### src/rtl/control_pkg.sv
// -----------------------------------------------------------------------------
// control_pkg
// Shared types and constants for the picoMips multi-cycle control unit.
//   stage_t     : internal sequencer states (WAIT is the handshake stall)
//   stage_code  : maps a state to the 2-bit Stage output (WAIT reports EXEC)
//   F_*         : bit positions inside the 6-bit function field
//   sign_extend : sign-extends the low src_w bits of a SEXT_W-wide value
// -----------------------------------------------------------------------------
package control_pkg;

    localparam int FUNC_W = 6;

    localparam int F_USEA   = 0;
    localparam int F_SELSW  = 1;
    localparam int F_SELIMM = 2;
    localparam int F_USEMUL = 3;
    localparam int F_REGWR  = 4;
    localparam int F_SELREG = 5;

    // Widest immediate the sign-extend helper can produce.
    localparam int SEXT_W = 64;

    typedef enum logic [2:0] {
        FETCH  = 3'd0,
        DECODE = 3'd1,
        EXEC   = 3'd2,
        WB     = 3'd3,
        WAIT   = 3'd4
    } stage_t;

    function automatic logic [1:0] stage_code(input stage_t s);
        logic [1:0] code;
        unique case (s)
            FETCH:   code = 2'd0;
            DECODE:  code = 2'd1;
            EXEC:    code = 2'd2;
            WB:      code = 2'd3;
            WAIT:    code = 2'd2;  // a stalled HEI still looks like EXEC
            default: code = 2'd0;
        endcase
        return code;
    endfunction

    // Bits at or above src_w are replaced by copies of bit src_w-1.
    function automatic logic [SEXT_W-1:0] sign_extend(input logic [SEXT_W-1:0] value,
                                                      input int               src_w);
        logic [SEXT_W-1:0] result;
        result = '0;
        for (int i = 0; i < SEXT_W; i++) begin
            result[i] = (i < src_w) ? value[i] : value[src_w-1];
        end
        return result;
    endfunction

endpackage

### src/rtl/handshake_sync.sv
// -----------------------------------------------------------------------------
// handshake_sync
// Multi-flop synchroniser bringing the asynchronous Handshake level into the
// Clock domain.
//   Clock     in  system clock, rising edge
//   Reset     in  asynchronous active-high reset, clears every flop
//   Handshake in  asynchronous level
//   hs_sync   out Handshake delayed by SYNC_STAGES flops
// -----------------------------------------------------------------------------
module handshake_sync #(
    parameter int SYNC_STAGES = 2
) (
    input  logic Clock,
    input  logic Reset,
    input  logic Handshake,
    output logic hs_sync
);

    logic [SYNC_STAGES-1:0] sync_q;

    always_ff @(posedge Clock or posedge Reset) begin
        if (Reset) begin
            sync_q <= '0;
        end else begin
            sync_q <= {sync_q[SYNC_STAGES-2:0], Handshake};
        end
    end

    assign hs_sync = sync_q[SYNC_STAGES-1];

endmodule

### src/rtl/control_seq.sv
// -----------------------------------------------------------------------------
// control_seq
// Multi-cycle control unit for the picoMips core. Sequences FETCH, DECODE,
// EXEC and WB internally, latches the fetched instruction and decodes its
// function field into datapath selects and stage-qualified write enables.
// The HEI instruction (func[5] & func[2]) stalls in WAIT until the
// synchronised handshake differs from IR[0], or until WAIT_TIMEOUT cycles
// have elapsed when WAIT_TIMEOUT > 0.
//   Clock        in  system clock, rising edge
//   Reset        in  asynchronous active-high reset
//   Instruction  in  program memory word, captured at the end of FETCH
//   Handshake    in  asynchronous handshake level
//   Stage        out 0 FETCH, 1 DECODE, 2 EXEC/WAIT, 3 WB
//   Immediate    out sign-extended operand field of IR
//   PCEn         out PC advance, high for the WB cycle only
//   RegWrite     out register file write enable (WB, non-HEI, func[4])
//   ACCWE        out accumulator write enable (EXEC, non-HEI)
//   RegAddr      out IR[REG_AW-1:0]
//   SelImm, SelSW, UseMul, UseA, SelReg  out  datapath selects from IR
//   Waiting      out high while stalled in WAIT
//   TimedOut     out high during the WB cycle that follows a timed-out wait
// -----------------------------------------------------------------------------
module control_seq
    import control_pkg::*;
#(
    parameter int INSTR_W      = 12,
    parameter int DATA_W       = 8,
    parameter int REG_AW       = 1,
    parameter int SYNC_STAGES  = 2,
    parameter int WAIT_TIMEOUT = 0
) (
    input  logic               Clock,
    input  logic               Reset,
    input  logic [INSTR_W-1:0] Instruction,
    input  logic               Handshake,
    output logic [1:0]         Stage,
    output logic [DATA_W-1:0]  Immediate,
    output logic               PCEn,
    output logic               RegWrite,
    output logic               ACCWE,
    output logic [REG_AW-1:0]  RegAddr,
    output logic               SelImm,
    output logic               SelSW,
    output logic               UseMul,
    output logic               UseA,
    output logic               SelReg,
    output logic               Waiting,
    output logic               TimedOut
);

    localparam int OPND_W     = INSTR_W - FUNC_W;
    localparam bit TIMEOUT_EN = (WAIT_TIMEOUT > 0);
    localparam int CNT_W      = (WAIT_TIMEOUT > 1) ? $clog2(WAIT_TIMEOUT) : 1;
    // Counter value seen on the last permitted WAIT cycle.
    localparam logic [CNT_W-1:0] CNT_LAST = CNT_W'((WAIT_TIMEOUT > 0) ? WAIT_TIMEOUT - 1 : 0);

    stage_t             state_q, state_d;
    logic [INSTR_W-1:0] ir_q, ir_d;
    logic [CNT_W-1:0]   cnt_q, cnt_d;
    logic               timed_out_q, timed_out_d;

    logic [FUNC_W-1:0]  func;
    logic               is_hei;
    logic               hs_sync;
    logic               hs_met;
    logic               timeout_hit;

    handshake_sync #(
        .SYNC_STAGES(SYNC_STAGES)
    ) u_handshake_sync (
        .Clock    (Clock),
        .Reset    (Reset),
        .Handshake(Handshake),
        .hs_sync  (hs_sync)
    );

    assign func        = ir_q[INSTR_W-1 -: FUNC_W];
    assign is_hei      = func[F_SELREG] & func[F_SELIMM];
    // HEI waits for the synchronised handshake to move away from its argument.
    assign hs_met      = (hs_sync != ir_q[0]);
    assign timeout_hit = TIMEOUT_EN && (cnt_q == CNT_LAST);

    always_ff @(posedge Clock or posedge Reset) begin
        if (Reset) begin
            state_q     <= FETCH;
            ir_q        <= '0;
            cnt_q       <= '0;
            timed_out_q <= 1'b0;
        end else begin
            state_q     <= state_d;
            ir_q        <= ir_d;
            cnt_q       <= cnt_d;
            timed_out_q <= timed_out_d;
        end
    end

    always_comb begin
        state_d     = state_q;
        ir_d        = ir_q;
        cnt_d       = cnt_q;
        timed_out_d = 1'b0;

        unique case (state_q)
            FETCH: begin
                ir_d    = Instruction;
                state_d = DECODE;
            end
            DECODE: begin
                state_d = EXEC;
            end
            EXEC: begin
                if (is_hei) begin
                    state_d = WAIT;
                    cnt_d   = '0;
                end else begin
                    state_d = WB;
                end
            end
            WAIT: begin
                // Handshake is tested first so it wins a tie with the limit.
                if (hs_met) begin
                    state_d = WB;
                end else if (timeout_hit) begin
                    state_d     = WB;
                    timed_out_d = 1'b1;
                end else if (TIMEOUT_EN) begin
                    cnt_d = cnt_q + CNT_W'(1);
                end
            end
            WB: begin
                state_d = FETCH;
            end
            default: begin
                state_d = FETCH;
            end
        endcase
    end

    assign Stage     = stage_code(state_q);
    assign Immediate = DATA_W'(sign_extend(SEXT_W'(ir_q[OPND_W-1:0]), OPND_W));
    assign RegAddr   = ir_q[REG_AW-1:0];

    assign UseA      = func[F_USEA];
    assign SelSW     = func[F_SELSW];
    assign SelImm    = func[F_SELIMM];
    assign UseMul    = func[F_USEMUL];
    assign SelReg    = func[F_SELREG];

    assign ACCWE     = (state_q == EXEC) && !is_hei;
    assign RegWrite  = func[F_REGWR] && (state_q == WB) && !is_hei;
    assign PCEn      = (state_q == WB);
    assign Waiting   = (state_q == WAIT);
    assign TimedOut  = timed_out_q;

endmodule

### config.mk
export PLATFORM = sky130hd
export DESIGN_NAME = control_seq
export DESIGN_NICKNAME = d
export VERILOG_FILES = /design/src/rtl/control_pkg.sv /design/src/rtl/handshake_sync.sv /design/src/rtl/control_seq.sv
export SDC_FILE = /design/constraint.sdc
export NUM_CORES = 1
export LEC_CHECK = 0
export BUFFER_PORTS_ARGS = -buffer_cell sky130_fd_sc_hd__buf_2
export CORE_UTILIZATION = 46
export DETAILED_ROUTE_END_ITERATION = 8
export PLACE_DENSITY = 0.86
export SKIP_LAST_GASP = 1
export SLEW_MARGIN = 30
export SYNTH_ARGS = -nofsm -noshare
export SYNTH_HDL_FRONTEND = slang
export SYNTH_SLANG_ARGS = --single-unit
export TNS_END_PERCENT = 20
### constraint.sdc
create_clock -name Clock -period 1.9 [get_ports Clock]
set_input_delay 0.38 -clock Clock [delete_from_list [all_inputs] [get_ports Clock]]
set_output_delay 0.38 -clock Clock [all_outputs]
set_load 0.005 [all_outputs]
==> results summary <==
The flow ran to the end, and the final reports show no timing, DRC or antenna violations. The number of antenna violations at the first check in global routing came out at 0. Summing every instance area after synthesis gives 852 sq um. The finished cells cover 977 sq um.

The accumulated negative setup slack is 0 ns. The routed metal-1 wire length came out at 584 microns. Routability-driven placement finished with a final weighted congestion of 0.847.

The number of sinks handled by clock tree synthesis is 17. The x dimension of the die came out at 45.0 microns. The minimum period implied by the final worst setup slack is 1.69 ns. The number of synthesized register bits came out at 17. TritonCTS built the clock tree.

The total count of hold-check failures in the final report came out at 0. Summing the sequential cell areas from Yosys gives 49.9% of the chip area. The initial core utilization came out at 49.3%. The top layer used by detailed routing is met4.

The count of unique library cells instantiated by Yosys came out at 21. The count of nets left with antenna violations once routing finished came out at 0. The number of buffers added for setup after CTS came out at 0.

The max-capacitance violation count is 0. The upper clock frequency limit is 592 MHz. The detailed-route DRC error count came out at 0.

The standard-cell row count is 15. The number of DRC markers after the initial detailed-route iteration came out at 0. dfrtp_1 takes more of the synthesized area than any other cell. The required arrival time at the worst endpoint came out at 1.52 ns. The total of hold buffers inserted after clock tree synthesis is 0. Setup slack on the critical path of the routed design comes to 0.210 ns. The critical path data arrival time is 1.31 ns.

The number of H-tree levels came out at 1. The via count is 533. The die covers 0.00203 sq mm. For this run, the detailed router's first-pass iteration total came to 1. In this run the vertical extent of the chip is 45.0 microns. Between clock sinks in the finished design, the worst skew comes to 0.00180 ns. The placement-stage cell area came out at 951 sq um.

The floorplan core area is 0.00173 sq mm. In the final routed layout, each cell accounts on average for 10.8 microns. The post-synthesis area per instance came out at 13.1 sq um. The all-layer global routing usage is 15.6%. From synthesis to final layout, the design area changed by 14.7%.

For this design the ratio of total power to cell area is 1730 mW/mm^2. Setup violations remaining at the end of the flow were counted as 0. The final standard cell utilization of the core came out at 56.6%.

The cell count after synthesis is 65. The pre-CTS setup slack is 0.500 ns. The insertion delay of the later-clocked pin in the worst-skew pair came out at 0.28 ns. The count of port buffers added during placement is 34. The root buffer selected by CTS is clkbuf_4. The number of pins with negative max-slew slack in the final report came out at 0. The number of enable flip-flop cells after synthesis is 0. The portion of the clock cycle consumed by the worst path in the final layout is 89.0%. The maximum fanout count along the critical path came out at 8. The largest net degree at the start of global routing is 18.

STA classifies the critical path endpoint as an output port. By area the synthesized netlist is led by dfrtp_1 50%, mux2_4 18%, buf_4 7.9%. The path class of the tightest hold or removal check is in -> async. STA classifies the critical path startpoint as a register. Setup repair after global routing left no endpoint under its margin. The share of flip-flops with an asynchronous set or reset after synthesis is 100%. In this run the count of I/O pins placed on the die edge is 36. The number of global-route vias before repair was 513. The wire length on met3 is 73 microns.

The post-cts gate resize count came out at 0. The maximum root-to-sink buffer count came out at 2. The critical path is of the reg -> out type. The average via count per standard cell came out at 4.56. The number of clock buffers inserted by TritonCTS is 3. The pin slew with the least headroom to its limit is 0.601 ns. The worst hold margin came out at 0.154 ns.

The wire length after detailed routing is 1260 microns. In this run the biggest area consumer among cell types represents 49.9% of the synthesized area. The number of nets in the synthesized netlist is 80.

The share of layout cells above drive strength 1 is 55.4%. The count of antenna diodes in the layout came out at 0. The final net count is 108. The clock-pin slew of the registers on the worst-case setup and hold paths is 0.08 ns. The static leakage came out at 0.000515 uW.

The library cell contributing the largest single delay on the critical path is dfrtp_1. The peak ir drop on the vdd network came out at 0.831 mV. In the post-synthesis netlist, the cell with the most instances is dfrtp_1. The count of filler cells inserted in the layout is 160.

The total length of routed met2 wires is 574 microns. The critical path goes through nand2b_1 -> nor3b_1 -> buf_2. The detailed-placement wirelength estimate is 997 microns. The global-route congestion overflow total came out at 0. The wire length of the first global-routing pass came out at 2150 microns.

The most used flip-flop cell after synthesis is dfrtp_1. The yosys synthesis warning count is 0. Counting instances in the post-synthesis netlist gives the leading cell types as 17 x dfrtp_1, 10 x mux2_4, 9 x buf_4. The peak per-stage delay on the critical path is 0.48 ns.

The max-slew headroom at the worst pin came out at 59.9%.
registers in the layout, summed over array words and instances (netlist names):
| register | cells |
|---|---|
| ir_q | 12 |
| u_handshake_sync.sync_q | 2 |
| state_q | 3 |
final cells by class:
cell class | instances | area [sq um] | share of cell area, %
clock buffer | 4 | 26.3 | 2.69
inverter | 3 | 11.3 | 1.15
multi-input combinational | 33 | 305 | 31.2
sequential | 17 | 425 | 43.5
tap | 25 | 31.3 | 3.20
timing repair buffer | 35 | 178 | 18.2
cell usage in the layout, fill, tap and decap left out:
master / count
nand2_1: 3
nand3b_1: 1
mux2_4: 10
clkbuf_4: 3
inv_1: 3
nand2b_1: 2
and3_1: 1
and2_1: 1
clkbuf_1: 1
nor3b_1: 1
mux2i_1: 1
dfrtp_1: 17
a21oi_1: 2
mux2_2: 2
conb_1: 1
and4_1: 1
nor3_4: 1
buf_2: 34
o22ai_1: 2
buf_4: 1
nor2_1: 3
xnor2_1: 1
final timing paths:
| check | start | endpoint | slack, ns | cells past startpoint |
|---|---|---|---|---|
| max | state_q[2] | ACCWE | 0.21 | 3 |
| min | Reset | ir_q[0] | 0.15 | 2 |
| max reg2reg | state_q[2] | ir_q[5] | 0.50 | 3 |
| min reg2reg | u_handshake_sync.sync_q[0] | u_handshake_sync.sync_q[1] | 0.35 | 0 |
| max in group asynchronous | Reset | ir_q[5] | 1.36 | 2 |
| min in group Clock | Handshake | u_handshake_sync.sync_q[0] | 0.20 | 1 |
kinds of logic (layout without fill, tap and decap cells):
kind of cell / after synthesis / count (layout) / synth area share [%]
flip-flops: 17 / 17 / 49.9
XOR/XNOR: 1 / 1 / 1.03
other: 1 / 1 / 0.440
AO/OA/AOI/OAI: 4 / 4 / 2.64
AND/OR/NAND/NOR: 14 / 14 / 10.3
buffers and inverters: 15 / 42 / 14.2
multiplexers: 13 / 13 / 21.4
critical path, delay by kind of cell, from the launching register on:
kind	cells	cell delay, ns
and+or+nand+nor	2	0.40
buffers and inverters	1	0.14
DFF	1	0.48
power breakdown:
| group | internal, uW | switching (uW) | leakage [uW] |
|---|---|---|---|
| clock network | 81.6 | 99.5 | 0.0000150 |
| registers | 528 | 165 | 0.000201 |
| logic | 516 | 301 | 0.000299 |
| total | 1130 | 565 | 0.000515 |
through the flow:
step	total power [uW]	cells
2_1_floorplan	1430	65
3_3_place_gp	1500	113
3_5_place_dp	1530	113
4_1_cts	1720	117
5_1_grt	1820	117
6_report	1690	117
layer usage:
layer,vias up,global-route usage (%)
li1,260,-
met1,243,19.4
met2,27,24.6
met3,3,2.80
met4,0,10.9
met5,-,0
No activity file was read; power rests on OpenSTA's default activity.
